--- src/rtl/mem_arbiter.sv ---
// Three-requester round-robin memory arbiter with per-grant burst limit.
// Accesses are steered combinationally from the owning requester; reads return one cycle later.
module mem_arbiter #(
  parameter int unsigned WORD_WIDTH = 16,
  parameter int unsigned MAX_BURST  = 8
) (
  input  logic                    clock,
  input  logic                    nrst,
  input  logic [2:0]              req,
  input  logic [2:0]              wr_en,
  input  logic [3*WORD_WIDTH-1:0] addr_bus,
  input  logic [3*WORD_WIDTH-1:0] wdata_bus,
  output logic [2:0]              gnt,
  output logic [2:0]              rvalid,
  output logic [WORD_WIDTH-1:0]   rdata,
  output logic [WORD_WIDTH-1:0]   address,
  output logic                    mem_wr_en,
  output logic [WORD_WIDTH-1:0]   mem_data_in,
  input  logic [WORD_WIDTH-1:0]   mem_data_out
);

  localparam int unsigned CNT_W = $clog2(MAX_BURST) + 1;

  typedef enum logic {IDLE, OWNED} state_e;

  state_e               state_q, state_d;
  logic [1:0]           owner_q, owner_d;
  logic [1:0]           ptr_q, ptr_d;
  logic [CNT_W-1:0]     cnt_q, cnt_d;
  logic [2:0]           gnt_q, gnt_d;
  logic [2:0]           rvalid_q, rvalid_d;

  logic [3:0]           req_ext_c, wr_ext_c;
  logic [WORD_WIDTH-1:0] addr_a [4];
  logic [WORD_WIDTH-1:0] wdata_a [4];
  logic                 access_c;
  logic [1:0]           arb_base_c, pick_c;
  logic                 pick_vld_c;
  logic [1:0]           cand_c [3];
  logic                 release_c;

  function automatic logic [1:0] inc3(input logic [1:0] x);
    inc3 = (x == 2'd2) ? 2'd0 : x + 2'd1;
  endfunction

  function automatic logic [2:0] onehot(input logic [1:0] i);
    onehot = 3'b001 << i;
  endfunction

  // Unpack per-requester buses; index 3 is a safe null slot.
  always_comb begin
    req_ext_c = {1'b0, req};
    wr_ext_c  = {1'b0, wr_en};
    for (int i = 0; i < 3; i++) begin
      addr_a[i]  = addr_bus[i*WORD_WIDTH +: WORD_WIDTH];
      wdata_a[i] = wdata_bus[i*WORD_WIDTH +: WORD_WIDTH];
    end
    addr_a[3]  = '0;
    wdata_a[3] = '0;
  end

  assign access_c = (state_q == OWNED) && req_ext_c[owner_q];

  // On release the search starts after the current owner, otherwise from ptr.
  always_comb begin
    arb_base_c = (state_q == OWNED) ? inc3(owner_q) : ptr_q;
    cand_c[0]  = arb_base_c;
    cand_c[1]  = inc3(arb_base_c);
    cand_c[2]  = inc3(cand_c[1]);
    pick_c     = arb_base_c;
    pick_vld_c = 1'b0;
    for (int k = 2; k >= 0; k--) begin
      if (req_ext_c[cand_c[k]]) begin
        pick_c     = cand_c[k];
        pick_vld_c = 1'b1;
      end
    end
  end

  always_comb begin
    state_d   = state_q;
    owner_d   = owner_q;
    ptr_d     = ptr_q;
    cnt_d     = cnt_q;
    release_c = 1'b0;
    rvalid_d  = '0;
    case (state_q)
      IDLE: begin
        if (pick_vld_c) begin
          state_d = OWNED;
          owner_d = pick_c;
          cnt_d   = '0;
        end
      end
      OWNED: begin
        if (!req_ext_c[owner_q]) begin
          release_c = 1'b1;
        end else begin
          if (!wr_ext_c[owner_q]) rvalid_d = onehot(owner_q);
          if (cnt_q == CNT_W'(MAX_BURST - 1)) begin
            if ((req & ~onehot(owner_q)) != 3'b000) release_c = 1'b1;
            else cnt_d = '0;
          end else begin
            cnt_d = cnt_q + CNT_W'(1);
          end
        end
        if (release_c) begin
          ptr_d = inc3(owner_q);
          cnt_d = '0;
          if (pick_vld_c) owner_d = pick_c;
          else state_d = IDLE;
        end
      end
      default: state_d = IDLE;
    endcase
    gnt_d = (state_d == OWNED) ? onehot(owner_d) : 3'b000;
  end

  always_ff @(posedge clock) begin
    if (!nrst) begin
      state_q  <= IDLE;
      owner_q  <= 2'd0;
      ptr_q    <= 2'd0;
      cnt_q    <= '0;
      gnt_q    <= 3'b000;
      rvalid_q <= 3'b000;
    end else begin
      state_q  <= state_d;
      owner_q  <= owner_d;
      ptr_q    <= ptr_d;
      cnt_q    <= cnt_d;
      gnt_q    <= gnt_d;
      rvalid_q <= rvalid_d;
    end
  end

  // Memory returns data one cycle after the address, so rdata passes it through under rvalid.
  assign gnt         = gnt_q;
  assign rvalid      = rvalid_q;
  assign rdata       = (rvalid_q != 3'b000) ? mem_data_out : '0;
  assign address     = access_c ? addr_a[owner_q] : '0;
  assign mem_wr_en   = access_c & wr_ext_c[owner_q];
  assign mem_data_in = access_c ? wdata_a[owner_q] : '0;

endmodule

--- config.mk ---
export PLATFORM = sky130hd
export DESIGN_NAME = mem_arbiter
export DESIGN_NICKNAME = d
export VERILOG_FILES = /design/src/rtl/mem_arbiter.sv
export SDC_FILE = /design/constraint.sdc
export NUM_CORES = 1
export LEC_CHECK = 0
export BUFFER_PORTS_ARGS = -buffer_cell sky130_fd_sc_hd__buf_2
export CAP_MARGIN = 30
export CORE_MARGIN = 2
export CORE_UTILIZATION = 37
export CTS_BUF_LIST = sky130_fd_sc_hd__clkbuf_16
export DETAILED_ROUTE_END_ITERATION = 10
export PLACE_DENSITY_LB_ADDON = 0.3
export SKIP_LAST_GASP = 1
export SLEW_MARGIN = 20
export SYNTH_ARGS = -nofsm -noshare
export SYNTH_HDL_FRONTEND = slang
export SYNTH_SLANG_ARGS = --single-unit
--- constraint.sdc ---
create_clock -name clock -period 1.95 [get_ports clock]
set_input_delay 0.2925 -clock clock [delete_from_list [all_inputs] [get_ports clock]]
set_output_delay 0.2925 -clock clock [all_outputs]
set_load 0.02 [all_outputs]
==> flow_summary.ini, run 1 <==
[status]
run_status = complete, but fails checks
violations = setup timing

[routing]
drt_iter0_drc = 128
wl_per_cell_um = 14.7
vias = 2572
route.detailed.drc = 0
wl_um = 7450
firstDrtPassIters = 4
ant_nets = 0
vias_per_cell = 5.07

[floorplanning]
die_width_um = 74.5
chipHeight_um = 74.5
io_pins = 175
dieArea_um2 = 5540
start_util_pct = 38.6
row_count = 25
coreArea_um2 = 4750

[clock_network]
cts_tree = done
clock_latency_ns = 0.25
cts_made_buffers = 3
cts_htree_levels = 1
clk_path_buf_depth = 2
clockRootBuffer = clkbuf_16
cts_sinks = 15
path_clk_slew_ns = 0.05
ctsHoldBuffers = 0

[sta]
period_needed_ns = 2.01
whs_ns = 0.394
rsz0062_at_grt = true
fmax_ghz = 0.497
timing.final.hold_violations = 0
setup_ws_ns = -0.0603
fin_skew_ns = 0.00216
setup_viol = 29
timing.final.crit_share_pct = 103
maxSlewViolCount = 0
slew_headroom_pct = 71.6
worst_pin_slew_ns = 0.423

[worst_setup_path]
worstSetupEndpointType = primary output
cp_num_buf_inv = 3
path_class = register to primary output
crit_start = owner_q[1]
r2r_cells = 6
worstPathCellList = mux2_4 > a32oi_4 > buf_12 > clkbuf_16 > nor2_1 > buf_4
slowest_delay_ns = 0.39
path_delay_family = buffers and inverters
startpoint_type = register
r2r_start = owner_q[0]
cp_slowest_cell = dfxtp_4
arrival_ns = 1.72
cp.depth = 6
critPathMaxFanout = 9
critPathRequiredTime_ns = 1.66

[logic_synthesis]
yosysSeqAreaShare_pct = 16.3
ys.flop_type = dfxtp_1
synth.distinct_cells = 43
synth_area_um2 = 1840
synth-async-reset-ratio_pct = 0
ys_warn_count = 0
synth_edf_count = 0
ys_ff_latch = 15
syn_inst = 261
synth_nets = 382
syn_avg_cell_area_um2 = 7.04

[place]
dp_slack_ns = 0.152
dpl.hpwl_um = 5190
placed_area_um2 = 2790
place.gp.congestion = 0.892
port_buffers = 174

[power_and_ir_drop]
p_sw_mw = 0.721
seq_power_share_pct = 18.8
p_leak_nw = 1.62
swShare_pct = 39.2
powerDensity_nw_per_um2 = 568
power_mw = 1.84
clockPowerShare_pct = 22.2
power_frac_comb_pct = 59.0
p_int_mw = 1.12
vdd_drop_max_uv = 399

[finish]
area.growth.synth_to_final_pct = 76.2
drive_above_1_share_pct = 51.8
utilization_pct = 68.1
finalInstanceArea_um2 = 3240
insertedDiodeCount = 0
layout.nets = 562

[hold_path]
worstHoldPathType = input port to register
hp-start = nrst
min_path_cells = 2

[global_route]
grt_max_degree = 37
antenna_found_initial = 0
grt_overflow_total = 0
grt_pass1_wl_um = 9150
grt_usage_pct = 20.8
grt_pass1_vias = 2128

[run]
maxCapViolCount = 0
layout by cell type (no fill, tap or decap), types with 2 or more instances in the layout:
cell type,Yosys,final
buf_2,8,157
buf_12,0,2
clkbuf_16,0,8
a21oi_2,1,8
dfxtp_1,15,14
o21ai_0,3,3
nor2_4,0,7
nor2b_1,24,24
nor3_1,4,4
nand3b_1,3,3
a21oi_1,37,30
inv_1,3,3
a21boi_1,2,2
nand3_1,3,3
nand2_1,3,3
mux2i_1,35,35
buf_4,0,22
a211o_1,2,2
nor2_1,74,66
buf_6,2,10
nor3b_1,3,3
nand2b_1,2,2
and2_1,2,2
o211ai_1,2,2
synth_stat cells (all sizes together), types with 3 or more instances:
library cell | instances | share of area, %
a21oi | 38 | 11
buf | 12 | 3.8
clkbuf | 10 | 2.0
dfxtp | 15 | 16
inv | 4 | 0.82
mux2i | 36 | 20
nand2 | 3 | 0.61
nand3 | 3 | 0.82
nand3b | 3 | 1.2
nor2 | 74 | 15
nor2b | 25 | 8.9
nor3 | 4 | 1.1
nor3b | 3 | 1.2
o21ai | 3 | 0.82
power groups by stage:
stage                     clock network, mW  logic [mW]  registers (mW)
after floorplan                           0       0.576           0.357
after global placement                    0       0.864           0.353
after detailed placement                  0       0.877           0.354
after CTS                             0.414       0.883           0.347
after global routing                  0.427        1.17           0.348
final                                 0.407        1.08           0.346
cells by family after synthesis:
| group | count (synthesis) | share of synthesized area [%] |
|---|---|---|
| AOI/OAI and AO/OA | 59 | 22.5 |
| adders and majority gates | 1 | 0.681 |
| buffers and inverters | 26 | 6.68 |
| DFF | 15 | 16.3 |
| muxes | 37 | 20.6 |
| and+or+nand+nor | 123 | 33.2 |
sequential cells by signal, summed over array words and instances (netlist names):
register  flops
cnt_q         4
gnt           3
rvalid        3
owner_q       2
ptr_q         2
state_q       1
layer usage:
metal	part of all wire, %	GRT usage (%)	up-vias
met1	40	24.5	1145
li1	-	-	1265
met4	2.0	7.34	0
met3	6.9	2.03	13
met5	0	0	-
met2	51	39.0	149
stage by stage:
| stage | cells | setup TNS [ns] |
|---|---|---|
| after floorplan | 261 | 0 |
| after CTS | 495 | -0.458 |
| after global placement | 491 | 0 |
| after global routing | 507 | -2.68 |
| final | 507 | -1.22 |
| after detailed placement | 491 | 0 |
cell type report:
class	count	area (um^2)
clock inverters	1	7.51
clock buffers	3	75.1
fillers	408	1520
inverters	4	15.0
multi-input cells	220	1500
repair buffers	197	1260
flip-flops and latches	15	304
well taps	67	83.8
final timing paths:
| check | to | slack [ns] |
|---|---|---|
| worst min-delay path | owner_q[1] | 0.39 |
| worst max-delay path | address[14] | -0.06 |
| worst min register to register | cnt_q[3] | 0.52 |
| worst max register to register | cnt_q[3] | 0.11 |
timing repair:
| action | CTS | global route |
|---|---|---|
| endpoints found under the setup margin | 33 | 33 |
| gates cloned | 0 | 6 |
| resized for setup | 2 | 48 |
| hold endpoints to repair | 0 | 0 |
| buffers inserted | 0 | 6 |
| pin swaps | 0 | 7 |
(Power assumes the default switching activity.)
==> inputs of run 2 (changes only) <==
- CORE_UTILIZATION: 37 -> 40
- GPL_TIMING_DRIVEN: not set -> 0
- SETUP_SLACK_MARGIN: not set -> 0.2
- clock period: 1.95 -> 2.4 ns (I/O delays scaled with it)
==> run 2 against run 1 <==
Compared with the run above: the flow now finishes without violations; sequential share of layout area increased by 0.66 points; sequential power decreased by 20%; total power decreased by 26%; clock power decreased by 22%; combinational power decreased by 29%; routed wire length decreased by 8.9%; highest routed layer unchanged; non-clock buffer count increased by 4; clock skew increased by 0.0014 ns; worst setup slack improved by 0.33 ns; final area decreased by 7.7%; critical path depth increased by 1.
==> flow_summary.ini, run 2 (synthesis gave the netlist of run 1 again) <==
[status]
run_status = finished clean

[clock_network]
cts_made_buffers = 3
cts_tree = done
clk_path_buf_depth = 2
cts_htree_levels = 1
clockRootBuffer = clkbuf_16
clock_latency_ns = 0.24
cts_sinks = 15
path_clk_slew_ns = 0.05

[global_route]
grt_max_degree = 11
grt_pass1_vias = 2256
grt_overflow_total = 0
grt_usage_pct = 23.4
use_met3_pct = 3.80
antenna_found_initial = 0
grt_use_met1_pct = 26.6
met2_usage_pct = 44.7
grt_pass1_wl_um = 9800
top_usage_layer = met2

[finish]
insertedDiodeCount = 0
area.growth.synth_to_final_pct = 62.7
largest_reg_flops = 4
finalInstanceArea_um2 = 2990
top_register = cnt_q
drive_above_1_share_pct = 48.3
layout.nets = 567
final_cell_mix = 177 x buf_2, 74 x nor2_1, 37 x a21oi_1
final_common_cell = buf_2

[power_and_ir_drop]
vdd_drop_max_uv = 236
p_leak_nw = 1.58
power_mw = 1.37
powerDensity_nw_per_um2 = 458

[sta]
fin_skew_ns = 0.00353
setup_viol = 0
slew_headroom_pct = 67.4
tns_ns = 0
worst_pin_slew_ns = 0.489
fmax_ghz = 0.470
timing.final.hold_violations = 0
timing.final.crit_share_pct = 88.6
period_needed_ns = 2.13
rsz0062_at_grt = true
maxSlewViolCount = 0

[routing]
wl_um = 6790
drt_iter0_drc = 142
ant_nets = 0
route.detailed.drc = 0
wl_per_cell_um = 13.7
vias_per_cell = 5.13
vias = 2550
firstDrtPassIters = 4

[floorplanning]
die_width_um = 71.8
chipHeight_um = 71.8
dieArea_um2 = 5150
io_pins = 175
coreArea_um2 = 4380
start_util_pct = 41.9
row_count = 24

[place]
place.gp.congestion = 0.821
placed_area_um2 = 2760
dpl.hpwl_um = 5180
port_buffers = 172

[worst_setup_path]
critPathRequiredTime_ns = 2.04
critPathMaxFanout = 10
arrival_ns = 1.77
path_class = register to primary output
startpoint_type = register
worstSetupEndpointType = primary output

[hold_path]
worstHoldPathType = input port to register

[run]
maxCapViolCount = 0
[run 2: path summary, 6_finish.rpt]
path | start | endpoint | slack, ns | cells after the start
max | owner_q[1] | address[15] | 0.27 | 7
min | nrst | owner_q[0] | 0.51 | 4
max reg2reg | cnt_q[0] | gnt[2] | 0.46 | 5
min reg2reg | cnt_q[3] | cnt_q[3] | 0.51 | 2
[run 2: per-layer routing]
metal	part of all wire, %	up-vias
met3	8.9	8
met1	37	1125
met4	1.3	0
met5	0	-
met2	52	148
li1	-	1269
[run 2: report_power, final]
| group | leakage, nW | total (mW) | internal, mW | switching [mW] |
|---|---|---|---|---|
| Combinational | 1.42 | 0.772 | 0.349 | 0.423 |
| Sequential | 0.123 | 0.278 | 0.267 | 0.0116 |
| Clock | 0.0423 | 0.317 | 0.220 | 0.0971 |
[run 2: stage by stage]
step                std cells  utilization [%]  setup slack [ns]  hold slack (ns)
CTS                       489             65.4             0.188            0.494
global route              497             68.2             0.184            0.523
finish                    497             68.2             0.273            0.505
detailed placement        485             63.0             0.247            0.492
global placement          485             63.0             0.255            0.486
floorplan                 261                -             0.536            0.464
[run 2: layout make-up]
cell class              count  area (um^2)
well taps                  52         65.1
multi-input cells         221         1440
inverters                   4         15.0
clock buffers               3         75.1
clock inverters             1         3.75
plain buffers              22          164
flip-flops and latches     15          300
fillers                   380         1400
repair buffers            179          930
[run 2: critical path, stage by stage, from the launching register on]
cell and delay, ns:
dfxtp_1 0.32, buf_6 0.14, mux2_4 0.34, a32oi_4 0.22
buf_12 0.15, buf_6 0.13, nor2_1 0.05, buf_2 0.16
[run 2: what timing repair did]
item | in CTS | in global routing
setup buffers | 0 | 5
hold buffers | 0 | 0
setup endpoints to repair | 30 | 40
gates cloned | 0 | 3
pin swaps | 0 | 1
resized for setup | 12 | 23
==> inputs of run 3 (changes only) <==
==> constraint.sdc (replaced) <==
create_clock -name clock -period 2.4 [get_ports clock]
set_input_delay 0.24 -clock clock [delete_from_list [all_inputs] [get_ports clock]]
set_output_delay 0.24 -clock clock [all_outputs]
set_load 0.02 [all_outputs]
==> run 3 against run 2 <==
Compared with the run above: register-to-register slack improved by 0.04 ns; die area stayed put; worst setup slack better by 0.046 ns; clock power hardly changed.
==> flow_summary.ini, run 3 (synthesis gave the netlist of run 1 again) <==
[status]
run_status = finished clean

[global_route]
grt_overflow_total = 0
grt_pass1_vias = 2253
antenna_found_initial = 0
grt_usage_pct = 23.4
grt_max_degree = 11
grt_pass1_wl_um = 9830

[clock_network]
path_clk_slew_ns = 0.05
clockRootBuffer = clkbuf_16
cts_tree = done
clk_path_buf_depth = 2
cts_made_buffers = 3
ctsHoldBuffers = 0
cts_htree_levels = 1
cts_sinks = 15
clock_latency_ns = 0.24

[finish]
layout.nets = 559
area.growth.synth_to_final_pct = 56.4
final_cell_mix = 177 x buf_2, 74 x nor2_1, 37 x a21oi_1
finalInstanceArea_um2 = 2870
utilization_pct = 65.5
instances_no_fill = 489
final_common_cell = buf_2
drive_above_1_share_pct = 47.1
top_register = cnt_q
largest_reg_flops = 4
insertedDiodeCount = 0

[worst_setup_path]
critPathMaxFanout = 10
startpoint_type = register
arrival_ns = 1.84
critPathRequiredTime_ns = 2.16
worstSetupEndpointType = primary output
path_class = register to primary output

[sta]
slew_headroom_pct = 56.8
setup_viol = 0
worst_pin_slew_ns = 0.643
whs_ns = 0.378
setup_ws_ns = 0.319
timing.final.crit_share_pct = 86.7
timing.final.hold_violations = 0
tns_ns = 0
fmax_ghz = 0.480
fin_skew_ns = 0.00261
rsz0062_at_grt = false
period_needed_ns = 2.08
maxSlewViolCount = 0

[routing]
firstDrtPassIters = 4
drt_iter0_drc = 134
vias = 2483
vias_per_cell = 5.08
wl_per_cell_um = 13.2
wl_um = 6470
route.detailed.drc = 0
ant_nets = 0

[floorplanning]
chipHeight_um = 71.8
io_pins = 175
start_util_pct = 41.9
die_width_um = 71.8
row_count = 24
coreArea_um2 = 4380
dieArea_um2 = 5150

[power_and_ir_drop]
vdd_drop_max_uv = 218
powerDensity_nw_per_um2 = 458
p_leak_nw = 1.53
power_mw = 1.32

[place]
place.gp.congestion = 0.821
dpl.hpwl_um = 5180
placed_area_um2 = 2760
dpl.cell_count = 485
port_buffers = 172
dp_slack_ns = 0.380

[hold_path]
worstHoldPathType = input port to register

[run]
maxCapViolCount = 0
==> run 3: where the power goes <==
part	internal, mW	total [mW]	leakage, nW	switching, mW
Sequential	0.267	0.278	0.123	0.0114
Clock	0.220	0.317	0.0423	0.0966
Combinational	0.315	0.720	1.36	0.405
==> run 3: timing repair <==
action                                  in CTS  in global routing
endpoints found under the setup margin      30                 31
gates resized for setup                      7                 17
setup buffers                                0                  0
==> run 3: area by class of cell <==
| class | instances | area (um^2) |
|---|---|---|
| Timing Repair Buffer | 172 | 861 |
| Tap cell | 52 | 65.1 |
| Multi-Input combinational cell | 220 | 1410 |
| Sequential cell | 15 | 300 |
| Clock inverter | 1 | 3.75 |
| Clock buffer | 3 | 75.1 |
| Buffer | 22 | 139 |
| Fill cell | 399 | 1510 |
| Inverter | 4 | 15.0 |
==> run 3: path summary, 6_finish.rpt <==
path | start | end | slack [ns] | depth (start not counted)
min reg2reg | cnt_q[3] | cnt_q[3] | 0.50 | 2
max reg2reg | cnt_q[0] | gnt[2] | 0.50 | 5
min | nrst | owner_q[0] | 0.38 | 4
max | owner_q[1] | address[1] | 0.32 | 6
==> run 3: critical path, stage by stage, from the launching register on <==
cell	delay (ns)
dfxtp_1	0.32
buf_6	0.14
mux2_4	0.34
a32oi_4	0.29
buf_2	0.28
nor2_1	0.07
buf_2	0.16
==> run 3: metal layers <==
metal | GRT usage (%) | up-vias | part of all wire [%]
met2 | 45.5 | 136 | 53
li1 | - | 1252 | -
met4 | 5.45 | 0 | 0.79
met5 | 0 | - | 0
met3 | 3.80 | 4 | 8.6
met1 | 26.3 | 1091 | 38
